`src/rtl/updown_btn_ctrl.sv`:
```
// Button front-end for the 4-bit up/down counter: synchronise, debounce, arbitrate, auto-repeat.
// Optional COUNT_LIMIT_EN masks inc at 4'hF and dec at 4'h0 without touching FSM sequencing.
module updown_btn_ctrl #(
  parameter int DEB_CYCLES    = 1_000_000,
  parameter int HOLD_CYCLES   = 50_000_000,
  parameter int REPEAT_CYCLES = 10_000_000,
  parameter int TMR_W         = 26
) (
  input  logic       clk,
  input  logic       rst_p,
  input  logic       btn_up,
  input  logic       btn_down,
  input  logic [3:0] count_in,
  output logic       inc_pulse,
  output logic       dec_pulse,
  output logic       busy
);

  localparam logic [TMR_W-1:0] DEB_LAST = TMR_W'(DEB_CYCLES - 1);
  localparam logic [TMR_W-1:0] HOLD_LD  = TMR_W'(HOLD_CYCLES - 1);
  localparam logic [TMR_W-1:0] RPT_LD   = TMR_W'(REPEAT_CYCLES - 1);

  typedef enum logic [2:0] {IDLE, FIRE, HOLD, RPT, WAIT_REL} state_t;

  logic [1:0] raw;
  logic [1:0] deb;
  logic       deb_up;
  logic       deb_down;

  assign raw      = {btn_down, btn_up};
  assign deb_up   = deb[0];
  assign deb_down = deb[1];

  // Index 0 = up, 1 = down. The debounced level flips only after DEB_CYCLES
  // consecutive synchronised samples that disagree with it.
  for (genvar i = 0; i < 2; i++) begin : g_in
    logic [1:0]       sync;
    logic [TMR_W-1:0] cnt;
    logic             level;

    always_ff @(posedge clk) begin
      if (rst_p) begin
        sync  <= 2'b00;
        cnt   <= '0;
        level <= 1'b0;
      end else begin
        sync <= {sync[0], raw[i]};
        if (sync[1] == level) begin
          cnt <= '0;
        end else if (cnt == DEB_LAST) begin
          cnt   <= '0;
          level <= sync[1];
        end else begin
          cnt <= cnt + 1'b1;
        end
      end
    end

    assign deb[i] = level;
  end

  logic block_inc;
  logic block_dec;

`ifdef COUNT_LIMIT_EN
  assign block_inc = (count_in == 4'hF);
  assign block_dec = (count_in == 4'h0);
`else
  logic unused_count;
  assign block_inc    = 1'b0;
  assign block_dec    = 1'b0;
  assign unused_count = ^count_in;
`endif

  state_t           state;
  logic             dir_up;
  logic [TMR_W-1:0] timer;
  logic             owner;

  assign owner = dir_up ? deb_up : deb_down;

  // The timer is loaded on the same edge that raises a pulse, so the first
  // repeat lands HOLD_CYCLES after the FIRE pulse and repeats REPEAT_CYCLES apart.
  always_ff @(posedge clk) begin
    if (rst_p) begin
      state     <= IDLE;
      dir_up    <= 1'b1;
      timer     <= '0;
      inc_pulse <= 1'b0;
      dec_pulse <= 1'b0;
      busy      <= 1'b0;
    end else begin
      inc_pulse <= 1'b0;
      dec_pulse <= 1'b0;
      case (state)
        IDLE: begin
          if (deb_up || deb_down) begin
            dir_up    <= deb_up;
            inc_pulse <= deb_up && !block_inc;
            dec_pulse <= !deb_up && !block_dec;
            timer     <= HOLD_LD;
            state     <= FIRE;
            busy      <= 1'b1;
          end
        end
        FIRE, HOLD, RPT: begin
          if (!owner) begin
            state <= WAIT_REL;
          end else if (timer == '0) begin
            inc_pulse <= dir_up && !block_inc;
            dec_pulse <= !dir_up && !block_dec;
            timer     <= RPT_LD;
            state     <= RPT;
          end else begin
            timer <= timer - 1'b1;
            if (state == FIRE) state <= HOLD;
          end
        end
        WAIT_REL: begin
          if (!deb_up && !deb_down) begin
            state <= IDLE;
            busy  <= 1'b0;
          end
        end
        default: begin
          state <= IDLE;
          busy  <= 1'b0;
        end
      endcase
    end
  end

endmodule

```
`config.mk`:
```
export PLATFORM = sky130hd
export DESIGN_NAME = updown_btn_ctrl
export DESIGN_NICKNAME = d
export VERILOG_FILES = /design/src/rtl/updown_btn_ctrl.sv
export SDC_FILE = /design/constraint.sdc
export NUM_CORES = 1
export LEC_CHECK = 0
export CAP_MARGIN = 25
export CELL_PAD_IN_SITES_DETAIL_PLACEMENT = 0
export CELL_PAD_IN_SITES_GLOBAL_PLACEMENT = 1
export CORE_MARGIN = 8
export CORE_UTILIZATION = 45
export DETAILED_ROUTE_END_ITERATION = 16
export HOLD_SLACK_MARGIN = 0.02
export PLACE_DENSITY_LB_ADDON = 0.1
export RECOVER_POWER = 25
export REMOVE_ABC_BUFFERS = 1
export SYNTH_ARGS = -nofsm -noshare
export SYNTH_HDL_FRONTEND = slang
export SYNTH_SLANG_ARGS = --single-unit
export TNS_END_PERCENT = 5
```
`constraint.sdc`:
```
create_clock -name clk -period 4.05 [get_ports clk]
set_input_delay 0.81 -clock clk [delete_from_list [all_inputs] [get_ports clk]]
set_output_delay 0.81 -clock clk [all_outputs]
set_load 0.02 [all_outputs]
```
==> impl_summary.md, run 1 <==
Die
The vertical die dimension is ~120 um. The effective utilization at floorplan is 45.85%. The area of the placeable core is between 9000 and 10000 sq um. The overall die area is around 13000 sq um. The initialized floorplan defines 36 standard-cell rows. The floorplan step set the die width to around 120 um. 11 I/O pins were placed.

Clocking
The cell at the root of the clock tree is sky130_fd_sc_hd__clkbuf_8. No sink is reached through more buffers than the 2 on the longest clock path. For this design, the CTS-stage hold fixing added 0 buffers. The number of gates resized after CTS is 0. The H-tree was split into 3 levels. The CTS clock-pin slew for the worst setup and hold paths is around 0.08 ns. The number of setup buffers added after CTS is 0. The later-pin clock latency in the skew report is ~0.35 ns.

The CTS tree is yes. The TritonCTS buffer count is 9. The total clock sinks is ~90.

Routing
Dividing the detail-routed via count by the number of cells gives between 5 and 6. The first TritonRoute pass finished after 4 iterations. The residual antenna-violating net count after detailed routing is 0. In the final routed layout, each cell accounts on average for about 15 um. After the first detailed-routing iteration, the DRC count stood at 296. The via count is 3663.

The aggregate routed wire length is around 10000 um. After detailed routing, the number of remaining DRC violations is 0.

Flow run
Across the run, the number of max-cap violations was 1.

GRT
Entering global routing, the biggest net connects 32 pins. The first global-routing pass estimated approximately 17000 um of wire. The number of global-route vias before repair is around 3500. The initial antenna violation count is 0.

The total routing resource utilization after global routing is about 16%. The global-route congestion overflow total is 0.

STA
The worst pin sits at a relative slew slack of -8.073%. Dividing the final minimum period by the clock period gives between 70% and 80%. The final count of pins violating max slew is 32.

Between clock sinks in the finished design, the worst skew comes to 0.009831 ns. The slew at the pin closest to its max-slew limit is around 1.6 ns. The final-report hold violation count is 0.

After layout, the minimum clock period comes to 2.876 ns. Setup slack on the critical path of the routed design comes to ~1.2 ns. Setup total negative slack on the finished layout was measured at 0 ns. Setup violations remaining at the end of the flow were counted as 0. Derived from the worst setup path, the maximum achievable clock frequency is 347.8 MHz.

Setup repair after global routing left no endpoint under its margin.

Synth
The largest total area in the synthesized netlist belongs to sky130_fd_sc_hd__dfxtp_1. After synthesis, the cell types taking the most area are sky130_fd_sc_hd__dfxtp_1 41%, sky130_fd_sc_hd__nor2_1 7.3%, sky130_fd_sc_hd__xnor2_1 6.7%. After synthesis the netlist holds a flip-flop and latch count of just over 90. The number of standard cells after synthesis is ~520. The top flip-flop cell by instance count after synthesis is sky130_fd_sc_hd__dfxtp_1.

The most common cell in the synthesized netlist is sky130_fd_sc_hd__dfxtp_1. The commonest cells after synthesis are 91 x sky130_fd_sc_hd__dfxtp_1, 86 x sky130_fd_sc_hd__nor2_1, 34 x sky130_fd_sc_hd__xnor2_1. The synthesized netlist occupies a cell area of roughly 4400 sq um. The share of the yosys chip area belonging to registers is approximately two fifths. The fraction of synthesis flops using an asynchronous set or reset pin is 0%.

Synthesis instantiated 54 different standard cells from the library. In this run, synthesis inferred 0 flip-flops with an integrated enable. The post-synthesis average cell area is ~8.4 sq um. The Yosys step of the flow raised 0 warnings. The share of the synthesized area in the top cell type is 41.22%.

Pwr
Overall power consumption after layout is estimated at roughly 1.5 mW. In this run the static leakage power is between 1 and 1.5 nW. IR analysis of the VDD net gives a maximum drop of 0.0001588 V.

The power density over cell area is about 320 nW/um^2.

Worst hold path
The number of cells on the worst hold path is 1. The origin of the worst min-delay path is g_in[0].cnt[0]. The worst hold path terminates at g_in[0].cnt[0]. The min-delay analysis places its worst path in the category register to register.

Setup path
The critical path arrival is ~3.1 ns. The kind of end point of the critical path is a register. The critical path in this run is classified as input port to register. Counting cells, the worst reg-to-reg path comes to 7. The endpoint identified for the worst register-to-register timing path is timer[2]. For flop-to-flop paths, the worst setup slack is ~1.5 ns.

The critical path data required time is ~4.3 ns. Along the worst path, the maximum fanout reaches 31. The launching point of the worst reg2reg path is timer[0].

The worst setup path is launched from an input port.

Outcome
The run finished, with violations left. The checks that failed: max-capacitance violations, max-slew violations.

Placement
The count of port buffers added during placement is 6. Counting tap cells, the placed design contains a total of roughly 640 instances. After legalization and detailed placement, the total HPWL measured 6588 um.

At the placement stage, the worst setup path has a slack of 1.515 ns. The final RePlAce weighted congestion is 0.7544.

Final layout
The layout-stage area growth over the synthesis result is 7.191%. At the end of the flow, the number of nets in the layout was ~530. The non-filler instance count after layout is between 600 and 700.

In the final layout, the share of cells above drive strength 1 is under 10%. 0 antenna diodes ended up in the layout.
layout make-up:
cell class | count | area [sq um]
fill | 1009 | 4902
clock inverter | 5 | 52.55
inverter | 15 | 56.30
sequential | 91 | 1822
timing repair buffer | 9 | 78.83
multi-input combinational | 391 | 2420
tap | 133 | 166.4
clock buffer | 11 | 141.4
registers in the layout, indices dropped and copies added (netlist names):
name and cells:
dec_pulse 1, busy 1, state 3, g_in.cnt 52, deb_down 1, timer 26
dir_up 1, inc_pulse 1, deb_up 1, g_in.sync 4
worst max-delay path by stage:
stage	slack, ns	from	end	depth (start not counted)
3_5_place_dp	1.52	rst_p	g_in[0].cnt[2]	3
3_3_place_gp	1.57	rst_p	g_in[1].cnt[20]	3
5_1_grt	1.00	rst_p	timer[25]	4
6_report	1.17	rst_p	timer[25]	4
2_1_floorplan	1.87	timer[0]	timer[3]	7
4_1_cts	1.55	timer[0]	timer[2]	7
layout by cell type, fill, tap and decap left out, types with 7 or more instances in the layout:
| cell type | netlist | layout |
|---|---|---|
| sky130_fd_sc_hd__dfxtp_1 | 91 | 91 |
| sky130_fd_sc_hd__clkbuf_8 | 0 | 10 |
| sky130_fd_sc_hd__or4_1 | 7 | 7 |
| sky130_fd_sc_hd__xnor2_1 | 34 | 34 |
| sky130_fd_sc_hd__o21ai_0 | 10 | 10 |
| sky130_fd_sc_hd__and3_1 | 7 | 7 |
| sky130_fd_sc_hd__nor3_1 | 27 | 27 |
| sky130_fd_sc_hd__a21oi_1 | 21 | 21 |
| sky130_fd_sc_hd__nand4_1 | 20 | 20 |
| sky130_fd_sc_hd__nand3_1 | 29 | 29 |
| sky130_fd_sc_hd__nor2_1 | 86 | 86 |
| sky130_fd_sc_hd__nand2_1 | 26 | 26 |
| sky130_fd_sc_hd__inv_1 | 15 | 15 |
| sky130_fd_sc_hd__nor4_1 | 16 | 16 |
| sky130_fd_sc_hd__or3_1 | 8 | 8 |
| sky130_fd_sc_hd__xor2_1 | 17 | 17 |
worst max-delay path, stage by stage:
cell and delay [ns]:
sky130_fd_sc_hd__dlygate4sd3_1 0.68, sky130_fd_sc_hd__clkbuf_1 1.21, sky130_fd_sc_hd__a21o_1 0.31, sky130_fd_sc_hd__a311oi_1 0.07
logic make-up (layout without fill, tap and decap cells):
kind of cell             count (synthesis)  in the layout  synth area share (%)
buffers and inverters                   42             40                 4.020
AO/OA/AOI/OAI                           78             78                 12.66
multiplexers                             2              2                0.4530
flip-flops                              91             91                 41.22
XOR/XNOR                                51             51                 10.11
AND/OR/NAND/NOR                        255            255                 30.18
adder cells (fa/ha/maj)                  5              5                 1.359
through the flow:
stage / util [%] / cell area (sq um) / hold slack (ns)
floorplan: - / 4298 / 0.4130
global route: 49.14 / 4737 / 0.4707
detailed placement: 47.17 / 4547 / 0.4258
global placement: 47.17 / 4547 / 0.4303
CTS: 49.18 / 4741 / 0.4565
finish: 49.14 / 4737 / 0.4543
layer usage:
layer / vias to the layer above / routed length, um / global-route usage (%)
met5: - / 0 / 0
li1: 1864 / - / -
met3: 12 / 225 / 2.258
met2: 38 / 4746 / 26.81
met4: 0 / 152 / 6.305
met1: 1749 / 4781 / 19.90
power breakdown:
group	leakage [nW]	switching, mW	internal (mW)
Combinational	0.660	0.0139	0.00791
Clock	0.0991	0.315	0.300
Sequential	0.734	0.00137	0.896
(Power assumes the default switching activity.)
==> inputs of run 2 (changes only) <==
==> constraint.sdc (replaced) <==
create_clock -name clk -period 2.73 [get_ports clk]
set_input_delay 0.546 -clock clk [delete_from_list [all_inputs] [get_ports clk]]
set_output_delay 0.546 -clock clk [all_outputs]
set_load 0.02 [all_outputs]
==> run 2 against run 1 <==
  * The run now ends clean
  * Sequential power increased by 48%
  * Count of clock-buffer cells in the layout unchanged
  * Cell area rose by 1.2%
  * Clock skew down 0.0024 ns
  * Global-route usage down 0.35 points
  * Register-to-register slack got worse by 1.3 ns
  * Non-clock buffer count increased by 1
  * Utilization increased by 0.58 points
  * Wire length fell by 2.9%
  * First-iteration DRC count is 32% lower
  * Sequential cell count unchanged
  * Critical path type is now register to register
  * Largest power group unchanged
==> impl_summary.md, run 2 (synthesis gave the netlist of run 1 again) <==
Setup path
In this run the worst path has a maximum fanout of 14. At the worst endpoint, the required time is 3.02 ns. The setup slack of the worst register-to-register path is roughly 0.22 ns.

The worst setup path is of the register to register kind. The capture point of the worst path is timer[20]. The worst register-to-register path begins at timer[0]. The worst setup path is launched from a register.

The worst register-to-register path ends at timer[20]. The count of cells along the worst register-to-register path is 7. The critical path arrival is between 2 and 3 ns. In this run the worst setup path begins at timer[0]. The worst setup path is captured at a register.

Final layout
The library cell used most frequently in the layout, excluding fill and tap cells, is sky130_fd_sc_hd__dfxtp_1. In the layout the commonest cells are 91 x sky130_fd_sc_hd__dfxtp_1, 86 x sky130_fd_sc_hd__nor2_1, 34 x sky130_fd_sc_hd__xnor2_1, 29 x sky130_fd_sc_hd__nand3_1, 27 x sky130_fd_sc_hd__nor3_1. The repair_antennas step left the layout with diodes totalling 0.

After the flow finishes, the layout carries non-filler instances totaling between 600 and 700. Cells fill between 40% and 50% of the core in the end. Summing all non-filler instances in the final layout gives an area of about 4800 sq um. The register with the most flip-flops in the layout has 52 of them. From synthesis to final layout, the design area changed by 8.466%.

g_in.cnt holds more flip-flops than any other register. Of the cells placed in the final design, the portion with a size suffix greater than 1 is approximately 6.5%. The final layout contains 530 nets. In the final layout, the registers with the most flip-flops are g_in.cnt (52), timer (26), g_in.sync (4).

STA
The slew at the pin closest to its max-slew limit is 0.9341 ns. The setup slack after layout is approximately 0.22 ns. Setup repair after global routing left no endpoint under its margin. The worst hold margin is around 0.45 ns. Adding up every negative setup slack in the final design gives 0 ns. The final count of pins violating max slew is 0.

The max-slew headroom at the worst pin is between 30% and 40%. Timing would allow up to roughly 400 MHz. The worst path uses 91.79% of the clock period. Setup violations remaining at the end of the flow were counted as 0. The worst path in the final design needs a cycle of 2.506 ns, including I/O delays and setup. The clock arrives with roughly 0.0075 ns of skew. The final-report hold violation count was 0.

Clocking
The CTS clock-pin slew for the worst setup and hold paths is around 0.090 ns. For the worst-skew pair, the clock arrives at the later sink with an insertion delay of 0.36 ns. The H-tree depth is 3. In this run, post-CTS repair resized a total of 0 instances. Clock tree synthesis inserted a total of 9 buffers.

Buffers inserted to repair hold after CTS numbered 0. The post-CTS repair timing setup buffer count is 0. The CTS tree is yes. Clock tree synthesis selected as its root buffer the cell sky130_fd_sc_hd__clkbuf_8.

The total clock sinks is slightly above 90. Counting along the longest clock path gives a buffer depth of 2.

Outcome
The run finished with clean final reports.

Routing
The count of nets left with antenna violations once routing finished came out at 0. The aggregate routed wire length is ~9600 um. The number of iterations in the first detailed-routing pass is 4. Across all layers, the routed design uses roughly 3700 vias. The number of violations reported at the end of detailed-routing iteration 0 is slightly above 200. The DRC violation count after routing is 0.

The ratio of routed vias to standard cells is between 5 and 6. The routed length per placed instance is ~15 um.

Worst hold path
The classification of the worst-slack hold path is register to register.

Die
From bottom edge to top edge, the die measures around 120 um. For this design the top-level I/O count stands at 11. The die is roughly 120 um wide. The number of rows in the core area is 36. The overall die area is about 13000 sq um. The area of the placeable core is just under 10000 sq um.

Once the floorplan was initialized, standard cells occupied between 40 and 50% of the core.

GRT
The maximum number of pins on one net before global-route repair is 32. In the global route stage, met3 resource usage came out at ~2.4%. The met1 track demand over resource is about a fifth. The met2 capacity usage during global routing is 26.03%.

The first global-routing pass estimated approximately 17000 um of wire. The number of global-route vias before repair was 3552. The global routing's busiest layer is met2. The global-route congestion overflow total is 0.

The total routing resource utilization after global routing is between 15 and 20%. The initial antenna violation count is 0.

Pwr
In this run the static leakage power is 1.524 nW. The overall power after layout is between 2 and 2.5 mW. VDD sags by at most 0.0002095 V.

The power density over cell area is between 500 and 600 nW/um^2.

Placement
The cell count after placement is between 600 and 700. The wire-length estimate of the detail-placed layout is 6401 um. In this run the cell area measured after placement is roughly 4600 sq um. The final RePlAce weighted congestion is between 0.7 and 0.8. The setup slack at placement is 0.2641 ns. During placement, the flow inserted port buffers numbering 6.

Flow run
The max-capacitance violation count is 0.
-- run 2: changes by cell type in the layout (fill, tap and decap cells not counted) --
cell	previous run	this run
sky130_fd_sc_hd__clkbuf_2	0	1
sky130_fd_sc_hd__clkbuf_1	2	1
sky130_fd_sc_hd__clkinv_2	3	2
sky130_fd_sc_hd__bufinv_16	1	3
sky130_fd_sc_hd__clkinvlp_4	1	0
sky130_fd_sc_hd__buf_4	2	3
-- run 2: area by class of cell --
type | count | area (sq um)
clock buffer | 11 | 141.4
clock inverter | 5 | 100.1
fill | 979 | 4846
inverter | 15 | 56.30
multi-input combinational | 391 | 2420
sequential | 91 | 1822
tap | 133 | 166.4
timing repair buffer | 10 | 87.58
-- run 2: per-layer routing --
layer,part of all wire (%),vias to the layer above
li1,-,1878
met1,49,1752
met2,47,48
met3,2.6,15
met4,1.8,0
met5,0,-
-- run 2: power by group --
| group | switching, mW | internal [mW] |
|---|---|---|
| sequential | 0.00202 | 1.33 |
| combinational | 0.0204 | 0.0115 |
| clock | 0.478 | 0.631 |
-- run 2: worst min path at each step --
stage / start / end / slack [ns] / cells after the start
detailed placement: g_in[0].sync[0] / g_in[0].sync[1] / 0.44 / 1
finish: g_in[0].cnt[0] / g_in[0].cnt[0] / 0.45 / 1
global route: g_in[1].sync[0] / g_in[1].sync[1] / 0.47 / 1
global placement: g_in[0].cnt[0] / g_in[0].cnt[0] / 0.43 / 1
floorplan: g_in[0].cnt[0] / g_in[0].cnt[0] / 0.41 / 1
CTS: g_in[0].cnt[0] / g_in[0].cnt[0] / 0.46 / 1
-- run 2: worst max-delay path, cell delays in order (launching register included) --
cell,delay [ns]
sky130_fd_sc_hd__dfxtp_1,0.37
sky130_fd_sc_hd__inv_1,0.10
sky130_fd_sc_hd__ha_1,0.14
sky130_fd_sc_hd__or4b_2,0.63
sky130_fd_sc_hd__nor4_4,0.31
sky130_fd_sc_hd__a31oi_2,0.41
sky130_fd_sc_hd__a41o_1,0.37
sky130_fd_sc_hd__a21oi_1,0.11
